### src/rtl/mux_4to1_rr_arbiter.sv
// mux_4to1_rr_arbiter
//   Round-robin arbiter and sequencer for a shared 4:1 data multiplexer.
//   The block grants one requester at a time and drives the registered mux
//   selects {s1,s0}. It forwards the selected word to a single consumer over a
//   valid/ready handshake. A grant ends when the owner drops its request, or
//   after MAX_HOLD accepted transfers. At least one idle cycle always separates
//   two grants.
//
// Ports
//   clk        in   1       rising-edge clock
//   rst_n      in   1       synchronous active-low reset
//   req        in   4       per-requester request
//   d0..d3     in   DATA_W  requester data words
//   out_ready  in   1       consumer accepts out_data this cycle
//   grant      out  4       one-hot owner, 0000 when idle
//   s1, s0     out  1       registered mux selects
//   out_data   out  DATA_W  word selected by {s1,s0}
//   out_valid  out  1       owner is granted and still requesting
//   busy       out  1       a grant is active
//
// state    | meaning
// ---------+-------------------------------------------------------------
// ST_IDLE  | no owner; picks the next requester after r_last
// ST_GRANT | owner r_sel holds the mux; counts transfers in r_hold_cnt
module mux_4to1_rr_arbiter #(
  parameter int DATA_W   = 8,
  parameter int MAX_HOLD = 4
) (
  input  logic              clk,
  input  logic              rst_n,
  input  logic [3:0]        req,
  input  logic [DATA_W-1:0] d0,
  input  logic [DATA_W-1:0] d1,
  input  logic [DATA_W-1:0] d2,
  input  logic [DATA_W-1:0] d3,
  input  logic              out_ready,
  output logic [3:0]        grant,
  output logic              s1,
  output logic              s0,
  output logic [DATA_W-1:0] out_data,
  output logic              out_valid,
  output logic              busy
);

  localparam int               CNT_W     = $clog2(MAX_HOLD + 1);
  localparam logic [CNT_W-1:0] HOLD_LAST = CNT_W'(MAX_HOLD - 1);

  typedef enum logic {
    ST_IDLE  = 1'b0,
    ST_GRANT = 1'b1
  } state_t;

  state_t           r_state,    w_state_nxt;
  logic [3:0]       r_grant,    w_grant_nxt;
  logic [1:0]       r_sel,      w_sel_nxt;
  logic [CNT_W-1:0] r_hold_cnt, w_hold_cnt_nxt;
  logic [1:0]       r_last,     w_last_nxt;

  logic [1:0] w_pick;
  logic       w_found;
  logic       w_owner_req;
  logic       w_xfer;

  // Search starts one past the last owner; the 2-bit sum wraps mod 4.
  always_comb begin
    w_pick  = 2'd0;
    w_found = 1'b0;
    for (int k = 1; k <= 4; k++) begin
      if (!w_found && req[r_last + 2'(k)]) begin
        w_found = 1'b1;
        w_pick  = r_last + 2'(k);
      end
    end
  end

  // While granted, r_sel holds the owner index.
  assign w_owner_req = req[r_sel];
  assign w_xfer      = out_valid && out_ready;

  always_comb begin
    w_state_nxt    = r_state;
    w_grant_nxt    = r_grant;
    w_sel_nxt      = r_sel;
    w_hold_cnt_nxt = r_hold_cnt;
    w_last_nxt     = r_last;
    case (r_state)
      ST_IDLE: begin
        if (w_found) begin
          w_state_nxt    = ST_GRANT;
          w_grant_nxt    = 4'b0001 << w_pick;
          w_sel_nxt      = w_pick;
          w_hold_cnt_nxt = '0;
        end
      end
      ST_GRANT: begin
        if (w_xfer) begin
          w_hold_cnt_nxt = r_hold_cnt + CNT_W'(1);
        end
        // Selects keep their value on release so out_data does not move.
        if (!w_owner_req || (w_xfer && (r_hold_cnt == HOLD_LAST))) begin
          w_state_nxt    = ST_IDLE;
          w_grant_nxt    = 4'b0000;
          w_hold_cnt_nxt = '0;
          w_last_nxt     = r_sel;
        end
      end
      default: begin
        w_state_nxt = ST_IDLE;
        w_grant_nxt = 4'b0000;
      end
    endcase
  end

  always_ff @(posedge clk) begin
    if (!rst_n) begin
      r_state    <= ST_IDLE;
      r_grant    <= 4'b0000;
      r_sel      <= 2'd0;
      r_hold_cnt <= '0;
      r_last     <= 2'd3;
    end else begin
      r_state    <= w_state_nxt;
      r_grant    <= w_grant_nxt;
      r_sel      <= w_sel_nxt;
      r_hold_cnt <= w_hold_cnt_nxt;
      r_last     <= w_last_nxt;
    end
  end

  always_comb begin
    case (r_sel)
      2'd0:    out_data = d0;
      2'd1:    out_data = d1;
      2'd2:    out_data = d2;
      default: out_data = d3;
    endcase
  end

  assign grant     = r_grant;
  assign s1        = r_sel[1];
  assign s0        = r_sel[0];
  assign busy      = (r_state == ST_GRANT);
  assign out_valid = (r_state == ST_GRANT) && w_owner_req;

endmodule

### config.mk
export PLATFORM = sky130hd
export DESIGN_NAME = mux_4to1_rr_arbiter
export DESIGN_NICKNAME = d
export VERILOG_FILES = /design/src/rtl/mux_4to1_rr_arbiter.sv
export SDC_FILE = /design/constraint.sdc
export NUM_CORES = 1
export LEC_CHECK = 0
export BUFFER_PORTS_ARGS = -buffer_cell sky130_fd_sc_hd__buf_2
export CORE_ASPECT_RATIO = 0.75
export CORE_MARGIN = 5
export CORE_UTILIZATION = 42
export DETAILED_ROUTE_END_ITERATION = 7
export GPL_TIMING_DRIVEN = 0
export PLACE_DENSITY = 0.86
export SETUP_SLACK_MARGIN = 0.02
export SLEW_MARGIN = 40
export SYNTH_ARGS = -nofsm -noshare
export SYNTH_HDL_FRONTEND = slang
export SYNTH_SLANG_ARGS = --single-unit
### constraint.sdc
create_clock -name clk -period 2.1 [get_ports clk]
set_clock_uncertainty 0.15 [all_clocks]
set_input_delay 0.42 -clock clk [delete_from_list [all_inputs] [get_ports clk]]
set_output_delay 0.42 -clock clk [all_outputs]
set_load 0.02 [all_outputs]
### After elaboration in Yosys (flattened, before gate mapping)

Cells that the tools add are included.

| storage, ports and cells | value |
|---|---|
| bits of input ports | 39 |
| output and inout bits | 16 |
| register bits | 12 |
| word-level logic and storage cells | 67 |

| cells by class | value |
|---|---|
| magnitude comparators | 5 |
| reduce and logical (&&, ||, !) cells | 16 |
| mux-type cells | 29 |
| add/subtract/negate cells | 4 |
| bitwise operators | 1 |
| equality and inequality tests | 6 |
| shift operators | 1 |

Operators by type and width:

| operator | count |
|---|---|
| one-hot mux 8 bit (3 select lines) | 1 |
| less-than comparator 2 x 3 -> 1 bit (second input constant) | 5 |
| 2-to-1 mux 1 bit | 11 |
| binary-select mux 1 bit (select 2 bit) | 5 |
| 2-to-1 mux 3 bit | 3 |
| 2-to-1 mux 2 bit | 4 |
| 2-to-1 mux 4 bit | 2 |
| one-hot mux 4 bit (2 select lines) | 1 |
| AND reduction 2 bit | 4 |
| logical AND 1 bit | 6 |
| one-hot mux 3 bit (2 select lines) | 1 |
| adder 2 bit (second input constant) | 2 |
| zero test 1 bit | 4 |
| << shifter 1 x 2 -> 4 bit (first input constant) | 1 |
| adder 3 x 1 -> 3 bit (second input constant) | 1 |
| == test 3 x 2 -> 1 bit (second input constant) | 1 |
| inequality test 3 x 1 -> 1 bit (second input constant) | 1 |
| adder 2 x 1 -> 2 bit (second input constant) | 1 |
| == test 2 x 1 -> 1 bit (second input constant) | 1 |
| == test 2 bit (second input constant) | 1 |
| zero test 2 bit | 1 |
| inequality test 2 x 1 -> 1 bit (second input constant) | 1 |
| inequality test 2 bit (second input constant) | 1 |
| one-hot mux 1 bit (2 select lines) | 1 |
| 2 further kinds | 2 |

### Depth between registers and ports, before layout

Gate-level depths: netlist of run 1.

| logic depth | value |
|---|---|
| depth after elaboration | 16 |
| depth in mapped cells | 5 |

### Least setup slack after synthesis of run 1

No wires, ideal clock.

| path | value |
|---|---|
| path kind | flip-flop to output port |
| start point | register r_sel[0] |
| end point | output port out_data[0] |
| cell stages (with the launch flop) | 3 |
| path slack | 107 ps |
| data arrival time | 1,423 ps |
| path through | dfxtp_1 -> buf_2 -> mux4_2 |

| between the ends | value |
|---|---|
| cells in the longest elaborated chain, start to end | 2 |

Ends and longest elaborated chain:

| item | RTL line | text |
|---|---|---|
| start, declared | 55 | `logic [1:0] r_sel, w_sel_nxt;` |
| start signal, assigned | 124 | `r_sel <= w_sel_nxt;` |
| == test 2 bit (tied with other cells) | 131 | `case (r_sel)` |
| one-hot mux 8 bit (3 select lines) (*) | 131 |  |
| end, declared | 40 | `output logic [DATA_W-1:0] out_data,` |

Every way passes the cells marked *; elsewhere a longest branch is shown, timed or not.

### Final worst setup path of run 1

| path | value |
|---|---|
| start point | register r_sel[0] |
| end point | output port out_data[2] |

Same word-level chain as after synthesis.

==> summary.md, run 1 <==
| Metric | Value |
|---|---|
| Outcome | complete, no violations |
| Highest achievable clock rate | ~490 MHz |
| Number of port buffers | between 50 and 60 |
| Worst stage delay on the critical path | 0.49 ns |
| Core outline area | 2030 um^2 |
| Hold-fix buffers, CTS | 0 |
| Top-Level Pins | 55 |
| Setup TNS Final | 0 ns |
| CP startpoint kind | flip-flop |
| Worst slew margin | 74.5% |
| Global-route congestion overflow total | 0 |
| Design Power | just under 800 uW |
| Number of buffer and inverter stages on the critical path | 2 |
| Sequential cell area fraction in the yosys report | 26.7% |
| Chip width | 63.4 um |
| Number of flops mapped to enable cells by yosys | 0 |
| Number of antenna violations at the first check in global routing | 0 |
| Placement row count | 14 |
| HP Start | rst_n |
| Cells after synthesis | a little under 90 |
| Worst setup path startpoint | r_sel[0] |
| Largest net degree at the start of global routing | 11 |
| Stages on worst setup path | 3 |
| Final critical delay including setup and external delays | 2.04 ns |
| Total Routed Length | 2.57 mm |
| Antenna viol nets, final | 0 |
| Instance count along the most critical hold path | 3 |
| Number of storage elements in the synthesis netlist | 12 |
| Commonest cells after routing, fill and taps aside | 53 x sky130_fd_sc_hd__buf_2, 12 x sky130_fd_sc_hd__nand2_1, 10 x sky130_fd_sc_hd__dfxtp_1 |
| Placed cells | around 170 |
| Hold Fails Final Rpt | 0 |
| DP Area | 1190 um^2 |
| Prevailing post-synth register cell | sky130_fd_sc_hd__dfxtp_1 |
| Worst IR Drop VDD | 0.000469 V |
| Reported leakage power | 0.603 nW |
| Critical register-to-register path startpoint | r_hold_cnt[0] |
| Layout overhead on the synthesized area | 43.1% |
| Initial core utilization | 44.3% |
| Total number of yosys warnings | 0 |
| Estimated wirelength of the detail-placed design | 2.13 mm |
| Vias | 958 |
| Drt via density | about 5.6 |
| Data arrival, critical path | between 1 and 1.5 ns |
| FF-to-FF setup slack | 0.39 ns |
| Critical path endpoint category | output pin |
| Hold Crit Class | primary input to flip-flop |
| Clock input transition at the sequential cells of the worst setup and hold paths | 0.08 ns |
| Total CTS buffers | 3 |
| Die Y | 50.1 um |
| Global-route wire length before repair | 4.16 mm |
| Critical path fanouts, max | 8 |
| Syn Nets | ~130 |
| Kind of critical path | flip-flop to output pin |
| Detailed-routing iteration count for the pre-antenna-repair pass | 4 |
| Cell breakdown of the critical path | buf_12, mux4_2, buf_2 |
| Setup repair after global routing missed its margin | yes |
| Fraction of synthesis flops using an asynchronous set or reset pin | 0% |
| Placer Congestion | ~0.83 |
| Number of antenna diodes | 0 |
| Setup Viol. Count Final | 0 |
| Number of H-tree branching levels | 1 |
| Cell types with the largest area share after synthesis | sky130_fd_sc_hd__dfxtp_1 27%, sky130_fd_sc_hd__mux4_2 20%, sky130_fd_sc_hd__mux2i_1 5.6% |
| Share of the cycle needed by the critical path after routing | a little over nine tenths |
| Total number of clock tree sinks | 12 |
| Cell at the root of the clock tree | sky130_fd_sc_hd__clkbuf_4 |
| Final cell count without fillers | about 170 |
| Final Net Count | 189 |
| Cells on worst reg2reg path | 5 |
| Latest clock arrival within the worst-skew pair | 0.28 ns |
| CTS tree | yes |
| Proportion of netlist area held by the largest area contributor | 26.7% |
| Synthesized area | 900 um^2 |
| Required time reported for the critical path endpoint | approximately 1.5 ns |
| Post-route standard cell area excluding fillers | 1290 um^2 |
| WL per Instance | 15.0 um |
| Master of the slowest instance on the critical path | sky130_fd_sc_hd__mux4_2 |
| Cell area power density | 600 nW/um^2 |
| Kind of cell adding the most delay to the critical path | multiplexers |
| Maxcap violations | 0 |
| Max-slew violations | 0 |
| Library cell occupying the most area in the post-synthesis netlist | sky130_fd_sc_hd__dfxtp_1 |
| Area of the die | 3180 um^2 |
| DRC violations left | 0 |
| Commonest non-fill, non-tap cell in the layout | sky130_fd_sc_hd__buf_2 |
| Tightest hold margin | 0.305 ns |
| Library cells used by synthesis | 40 |
| Vias in the first global route | around 890 |
| Destination of the worst register-to-register timing path | r_last[1] |
| Synthesized area divided by synthesized cell count | 10.2 um^2 |
| Iter 0 DRT Violations | 39 |
| Worst Max-Slew Pin Slew | approximately 0.38 ns |
| Global-route usage over all layers | approximately 16% |
| Fraction of final layout cells sized beyond drive strength 1 | ~58% |
| Max Root-Sink Buffers | 2 |
| Setup crit end | out_data[2] |
[worst min-delay path: stages]
cell and delay [ns]:
sky130_fd_sc_hd__clkbuf_2 0.14, sky130_fd_sc_hd__inv_1 0.10, sky130_fd_sc_hd__a21oi_1 0.04
[logic make-up (layout without fill, tap and decap cells)]
logic type / count (synthesis) / count (layout) / synth area share (%)
multiplexers: 14 / 14 / 26.8
flip-flops: 12 / 12 / 26.7
AND/OR/NAND/NOR: 31 / 31 / 18.6
AO/OA/AOI/OAI: 21 / 21 / 19.6
buffers and inverters: 8 / 67 / 5.42
adder cells (fa/ha/maj): 2 / 2 / 2.78
[final cells by class]
cell class                 instances  area (um^2)
fill                             171          744
multi-input combinational         68          628
buffer                             5         53.8
clock buffer                       4         36.3
sequential                        12          245
timing repair buffer              55          283
tap                               24         30.0
inverter                           3         11.3
[synth_stat cells (all sizes together) (2+ instances only)]
library cell  count
dfxtp            12
inv               3
nand4b            2
o22ai             2
nor2              5
o21ai             5
nand2b            3
a21boi            2
buf               3
mux2i             5
a21oi             4
o32ai             2
nand2            12
mux4              8
ha                2
[layer usage]
metal  part of all wire, %  GRT usage (%)  vias to the layer above
met5                     0              0                        -
met4                  0.31           2.08                        0
met3                    13           8.86                        2
met2                    45           27.0                       53
met1                    41           18.7                      445
li1                      -              -                      458
[state kept, by name, indices dropped and copies added, names as in the netlist]
signal      flops
grant           4
r_hold_cnt      3
r_last          2
r_sel           2
busy            1
[where the power goes]
part	internal [mW]	switching [mW]
Combinational	0.160	0.161
Clock	0.105	0.0805
Sequential	0.246	0.0184
[timing repair]
action	CTS	global route
endpoints found under the setup margin	9	8
gates resized for setup	7	5
buffers inserted	0	2
[through the flow]
| stage | setup slack, ns | utilization (%) |
|---|---|---|
| 2_1_floorplan | 0.107 | - |
| 3_3_place_gp | 0.0494 | 58.8 |
| 3_5_place_dp | 0.0569 | 58.8 |
| 4_1_cts | 0.0125 | 61.4 |
| 5_1_grt | 0.0105 | 63.4 |
| 6_report | 0.0621 | 63.4 |
[how the worst min path moves through the flow]
stage | to | slack, ns
after CTS | r_sel[1] | 0.30
after floorplan | r_hold_cnt[2] | 0.29
final | r_sel[1] | 0.30
after detailed placement | r_hold_cnt[1] | 0.31
after global routing | r_sel[1] | 0.32
after global placement | r_hold_cnt[2] | 0.30
No activity file was read; power rests on OpenSTA's default activity.
==> run 2: changes to the inputs <==
--- a/config.mk
+++ b/config.mk
@@ -8,10 +8,11 @@
 export BUFFER_PORTS_ARGS = -buffer_cell sky130_fd_sc_hd__buf_2
 export CORE_ASPECT_RATIO = 0.75
 export CORE_MARGIN = 5
-export CORE_UTILIZATION = 42
+export CORE_UTILIZATION = 35
+export CTS_CLUSTER_DIAMETER = 30
 export DETAILED_ROUTE_END_ITERATION = 7
 export GPL_TIMING_DRIVEN = 0
-export PLACE_DENSITY = 0.86
+export PLACE_DENSITY = 0.75
 export SETUP_SLACK_MARGIN = 0.02
 export SLEW_MARGIN = 40
 export SYNTH_ARGS = -nofsm -noshare
==> run 2 against run 1 <==
Via count fell by 0.42%; final cell count up 6.4%; register-to-register slack worse by 0.02 ns; sequential power barely moved; worst setup slack improved by 0.0074 ns; clock-buffer cell count is the same.
==> summary.md, run 2 (same netlist as run 1, synthesis figures left out) <==
| Metric | Value |
|---|---|
| Outcome | complete, no violations |
| Core outline area | 2380 um^2 (+17%) |
| Fraction of final layout cells sized beyond drive strength 1 | 58.1% (+0.28 points) |
| Commonest non-fill, non-tap cell in the layout | sky130_fd_sc_hd__buf_2 |
| Largest net degree at the start of global routing | 11 (unchanged) |
| Clock input transition at the sequential cells of the worst setup and hold paths | 0.08 ns (about the same) |
| Max-slew violations | 0 (unchanged) |
| Setup repair after global routing missed its margin | yes |
| Total Routed Length | 2.67 mm (+3.9%) |
| Total area of multi-input combinational cells | 628 um^2 (unchanged) |
| Worst slew margin | 76.0% (+1.5 points) |
| Chip width | 68.5 um (+8.0%) |
| Hold Crit Class | primary input to flip-flop |
| Number of antenna violations at the first check in global routing | 0 (unchanged) |
| Fill cell count | 221 (+29%) |
| Core occupancy in the finished layout | 54.9% (-8.5 points) |
| Total number of clock tree sinks | 12 (unchanged) |
| Hold Fails Final Rpt | 0 (unchanged) |
| Worst IR Drop VDD | 0.000308 V (-34%) |
| Top-Level Pins | 55 (unchanged) |
| DRC violations left | 0 (unchanged) |
| Post-route standard cell area excluding fillers | 1310 um^2 (+1.6%) |
| Detailed-routing iteration count for the pre-antenna-repair pass | 4 (unchanged) |
| Placer Congestion | 0.780 (-5.5%) |
| Iter 0 DRT Violations | 18 (-54%) |
| Setup Viol. Count Final | 0 (unchanged) |
| WL per Instance | 14.7 um (-2.4%) |
| Initial core utilization | 37.7% (-6.5 points) |
| Hold-fix buffers, CTS | 0 (unchanged) |
| Vias | 954 (-0.42%) |
| Critical path endpoint category | output pin |
| Total CTS buffers | 3 (unchanged) |
| Worst Max-Slew Pin Slew | 0.358 ns (-0.0221 ns) |
| DP Area | 1210 um^2 (+1.0%) |
| Register area | 245 um^2 (unchanged) |
| CP startpoint kind | flip-flop |
| Global-route usage over all layers | 14.4% (-1.8 points) |
| Number of antenna diodes | 0 (unchanged) |
| Drt via density | 5.24 (-6.4%) |
| Number of port buffers | 53 (unchanged) |
| CTS tree | yes |
| Global-route congestion overflow total | 0 (unchanged) |
| Placement row count | 15 (+1) |
| Latest clock arrival within the worst-skew pair | 0.28 ns (about the same) |
| Vias in the first global route | 953 (+6.8%) |
| Die Y | 53.9 um (+7.6%) |
| Reported leakage power | 0.608 nW (+0.86%) |
| Final Net Count | 190 (+0.53%) |
| Estimated wirelength of the detail-placed design | 2.18 mm (+2.1%) |
| Setup TNS Final | 0 ns (unchanged) |
| Area of the die | 3690 um^2 (+16%) |
| Share of the cycle needed by the critical path after routing | 96.7% (-0.35 points) |
| Max reg flops | 4 (unchanged) |
| Global-route wire length before repair | 3.97 mm (-4.5%) |
| Layout overhead on the synthesized area | 45.3% |
| Maxcap violations | 0 (unchanged) |
| Data arrival, critical path | 1.46 ns (about the same) |
| Max Root-Sink Buffers | 2 (unchanged) |
| Number of H-tree branching levels | 1 (unchanged) |
| Final critical delay including setup and external delays | 2.03 ns (-0.00739 ns) |
| Kind of critical path | flip-flop to output pin |
| Antenna viol nets, final | 0 (unchanged) |
| Critical path fanouts, max | 5 (-3) |
| Highest achievable clock rate | 492 MHz (+0.36%) |
| Cell at the root of the clock tree | sky130_fd_sc_hd__clkbuf_4 |
| Cell area power density | 598 nW/um^2 (-0.30%) |
| Commonest cells after routing, fill and taps aside | 53 x sky130_fd_sc_hd__buf_2, 12 x sky130_fd_sc_hd__nand2_1, 10 x sky130_fd_sc_hd__dfxtp_1 |
| Required time reported for the critical path endpoint | 1.53 ns (about the same) |
-- run 2: report_power, final --
group          internal [mW]  leakage [nW]  switching (mW)  total [mW]
Clock                  0.106        0.0210          0.0846       0.190
Combinational          0.163         0.488           0.165       0.328
Sequential             0.246        0.0994          0.0169       0.263
Total                  0.515         0.608           0.267       0.782
-- run 2: worst paths after layout --
kind | endpoint | cells after the start | slack, ns | startpoint
worst max register to register | r_last[1] | 5 | 0.37 | r_hold_cnt[0]
worst max-delay path | out_valid | 4 | 0.07 | r_sel[1]
worst min-delay path | r_sel[1] | 3 | 0.31 | rst_n
worst min register to register | r_hold_cnt[1] | 2 | 0.32 | r_hold_cnt[1]
-- run 2: critical path, stage by stage, from the launching register on --
cell and delay, ns:
sky130_fd_sc_hd__dfxtp_2 0.38, sky130_fd_sc_hd__mux2_2 0.39, sky130_fd_sc_hd__a2bb2oi_4 0.17, sky130_fd_sc_hd__inv_2 0.09
sky130_fd_sc_hd__buf_2 0.16
-- run 2: area by class of cell --
type                       count  area share, %
timing repair buffer          56           22.2
multi-input combinational     68           48.0
tap                           34           3.25
inverter                       3          0.861
sequential                    12           18.8
buffer                         5           4.11
clock buffer                   4           2.78
-- run 2: stage by stage --
step	hold slack, ns	cells	worst slack, ns	power [mW]
final	0.308	182	0.0694	0.782
after global routing	0.318	182	0.00535	0.833
after CTS	0.302	181	0.0476	0.776
after detailed placement	0.302	175	0.0467	0.567
after global placement	0.297	175	0.0478	0.560
after floorplan	0.288	88	0.107	0.467
-- run 2: routing by layer --
metal	track usage [%]	up-vias	share of wire [%]
met1	15.2	439	38
met5	0	-	0
met3	5.85	4	15
met4	2.97	0	0.75
met2	26.8	52	47
li1	-	459	-
-- run 2: timing repair --
item	CTS	global route
endpoints found under the hold margin	0	0
gates cloned	0	0
setup endpoints to repair	9	4
gates resized for setup	8	4
buffers inserted	2	1
==> run 3: changes to the inputs <==
--- a/config.mk
+++ b/config.mk
@@ -13,7 +13,7 @@
 export DETAILED_ROUTE_END_ITERATION = 7
 export GPL_TIMING_DRIVEN = 0
 export PLACE_DENSITY = 0.75
-export SETUP_SLACK_MARGIN = 0.02
+export SETUP_SLACK_MARGIN = 0.1
 export SLEW_MARGIN = 40
 export SYNTH_ARGS = -nofsm -noshare
 export SYNTH_HDL_FRONTEND = slang
==> run 3 against run 2 <==
Power rose by 5.3%; sequential share of layout area fell by 0.65 points; global-route usage rose by 0.76 points; clock power barely moved; critical path depth fell by 1; final cell count rose by 0.55%; clock-buffer cell count did not move; non-clock buffer count rose by 1.
==> summary.md, run 3 (same netlist as run 1, synthesis figures left out) <==
| Metric | Value |
|---|---|
| Outcome | complete, no violations |
| Vias in the first global route | 981 (+2.9%) |
| Drt via density | 5.24 (about the same) |
| Clock input transition at the sequential cells of the worst setup and hold paths | 0.08 ns (about the same) |
| Final Net Count | 191 (+0.53%) |
| Commonest non-fill, non-tap cell in the layout | sky130_fd_sc_hd__buf_2 |
| Sequential group share of total power | 32.1% (-1.6 points) |
| Detailed-routing iteration count for the pre-antenna-repair pass | 4 (unchanged) |
| Maxcap violations | 0 (unchanged) |
| Worst IR Drop VDD | 0.000314 V (+1.8%) |
| Largest net degree at the start of global routing | 11 (unchanged) |
| Vias | 959 (+0.52%) |
| Fraction of final layout cells sized beyond drive strength 1 | 59.1% (+0.95 points) |
| Kind of critical path | flip-flop to output pin |
| Layout overhead on the synthesized area | 52.9% |
| Number of port buffers | 53 (unchanged) |
| Top-Level Pins | 55 (unchanged) |
| Critical path fanouts, max | 8 (+3) |
| Setup Viol. Count Final | 0 (unchanged) |
| Cell area power density | 599 nW/um^2 (+0.13%) |
| Commonest cells after routing, fill and taps aside | 45 x sky130_fd_sc_hd__buf_2, 12 x sky130_fd_sc_hd__nand2_1, 9 x sky130_fd_sc_hd__buf_6, 9 x sky130_fd_sc_hd__dfxtp_1, 8 x sky130_fd_sc_hd__mux4_2 |
| Global-route congestion overflow total | 0 (unchanged) |
| Worst Max-Slew Pin Slew | 0.358 ns (-0.000000119 ns) |
| Portion of total power attributed to the clock network | 23.1% (-1.2 points) |
| Power dissipated by switching net loads | 276 uW (+3.6%) |
| Critical path endpoint category | output pin |
| Number of antenna diodes | 0 (unchanged) |
| Max reg flops | 4 (unchanged) |
| Fraction of power spent switching nets | 33.6% (-0.55 points) |
| Chip width | 68.5 um (unchanged) |
| Global-route usage over all layers | 15.1% (+0.76 points) |
| Total Routed Length | 2.79 mm (+4.5%) |
| Antenna viol nets, final | 0 (unchanged) |
| Final cell count without fillers | 183 (+0.55%) |
| Tightest hold margin | 0.310 ns (+0.00213 ns) |
| Reported leakage power | 0.633 nW (+4.1%) |
| Final critical delay including setup and external delays | 2.02 ns (-0.0114 ns) |
| Hold Fails Final Rpt | 0 (unchanged) |
| Max-slew violations | 0 (unchanged) |
| WL per Instance | 15.3 um (+4.0%) |
| Setup TNS Final | 0 ns (unchanged) |
| CTS tree | yes |
| Core outline area | 2380 um^2 (unchanged) |
| CP startpoint kind | flip-flop |
| Hold Crit Class | primary input to flip-flop |
| Global-route wire length before repair | 4.15 mm (+4.5%) |
| Placed cells | 175 (unchanged) |
| Combinational Power Share | 44.8% (+2.8 points) |
| Total number of clock tree sinks | 12 (unchanged) |
| Die Y | 53.9 um (unchanged) |
| Data arrival, critical path | 1.45 ns (about the same) |
| HP Start | rst_n |
| Number of antenna violations at the first check in global routing | 0 (unchanged) |
| Worst slew margin | 76.0% (unchanged) |
| Share of the cycle needed by the critical path after routing | 96.1% (-0.54 points) |
| Initial core utilization | 37.7% (unchanged) |
| Estimated wirelength of the detail-placed design | 2.18 mm (unchanged) |
| Highest achievable clock rate | 495 MHz (+0.57%) |
| Critical register-to-register path startpoint | r_hold_cnt[0] |
| Iter 0 DRT Violations | 19 (+1) |
| Required time reported for the critical path endpoint | 1.53 ns (about the same) |
| Number of H-tree branching levels | 1 (unchanged) |
| Area of the die | 3690 um^2 (unchanged) |
| Placer Congestion | 0.780 (unchanged) |
| Latest clock arrival within the worst-skew pair | 0.28 ns (about the same) |
| DRC violations left | 0 (unchanged) |
| Max Root-Sink Buffers | 2 (unchanged) |
| Setup repair after global routing missed its margin | yes |
| Internal power | 547 uW (+6.2%) |
| Total CTS buffers | 3 (unchanged) |
| Placement row count | 15 (unchanged) |
| Cell at the root of the clock tree | sky130_fd_sc_hd__clkbuf_4 |
| Worst setup path startpoint | r_sel[0] |
run 3: final timing paths:
kind	slack, ns	end	cells after the start
min	0.31	r_sel[1]	3
max reg2reg	0.37	r_last[1]	5
min reg2reg	0.32	grant[1]	2
max	0.08	out_data[0]	3
run 3: metrics by stage:
| step | setup slack [ns] | total power [mW] | utilization, % | instance area, um^2 |
|---|---|---|---|---|
| 3_3_place_gp | 0.0478 | 0.560 | 50.7 | 1210 |
| 2_1_floorplan | 0.107 | 0.467 | - | 900 |
| 6_report | 0.0809 | 0.823 | 57.7 | 1380 |
| 4_1_cts | 0.0673 | 0.822 | 57.0 | 1360 |
| 3_5_place_dp | 0.0467 | 0.567 | 50.7 | 1210 |
| 5_1_grt | 0.0307 | 0.873 | 57.7 | 1380 |
run 3: cell type report:
class | count | area, um^2
buffer | 5 | 53.8
inverter | 3 | 13.8
tap | 34 | 42.5
multi-input combinational | 68 | 632
timing repair buffer | 57 | 348
clock buffer | 4 | 36.3
sequential | 12 | 249
fill | 215 | 1010
run 3: what timing repair did:
| item | 4_1_cts | 5_1_grt |
|---|---|---|
| resized for setup | 28 | 4 |
| pin swaps | 1 | 1 |
| hold buffers | 0 | 0 |
| buffers inserted | 3 | 1 |
| setup endpoints to repair | 9 | 9 |
run 3: power groups by stage:
stage | clock (mW) | combinational [mW] | sequential [mW]
final | 0.190 | 0.369 | 0.264
after global routing | 0.211 | 0.394 | 0.268
after CTS | 0.197 | 0.362 | 0.264
after detailed placement | 0 | 0.299 | 0.268
after global placement | 0 | 0.293 | 0.267
after floorplan | 0 | 0.188 | 0.280
run 3: metal layers:
metal / vias to the layer above / part of all wire [%] / GRT usage [%]
li1: 461 / - / -
met1: 439 / 36 / 15.7
met2: 55 / 47 / 28.7
met3: 4 / 15 / 6.05
met4: 0 / 0.72 / 2.97
met5: - / 0 / 0
run 3: worst max-delay path: stages (launching register included):
cell                      delay (ns)
sky130_fd_sc_hd__dfxtp_4        0.37
sky130_fd_sc_hd__buf_12         0.13
sky130_fd_sc_hd__mux4_2         0.52
sky130_fd_sc_hd__buf_6          0.15
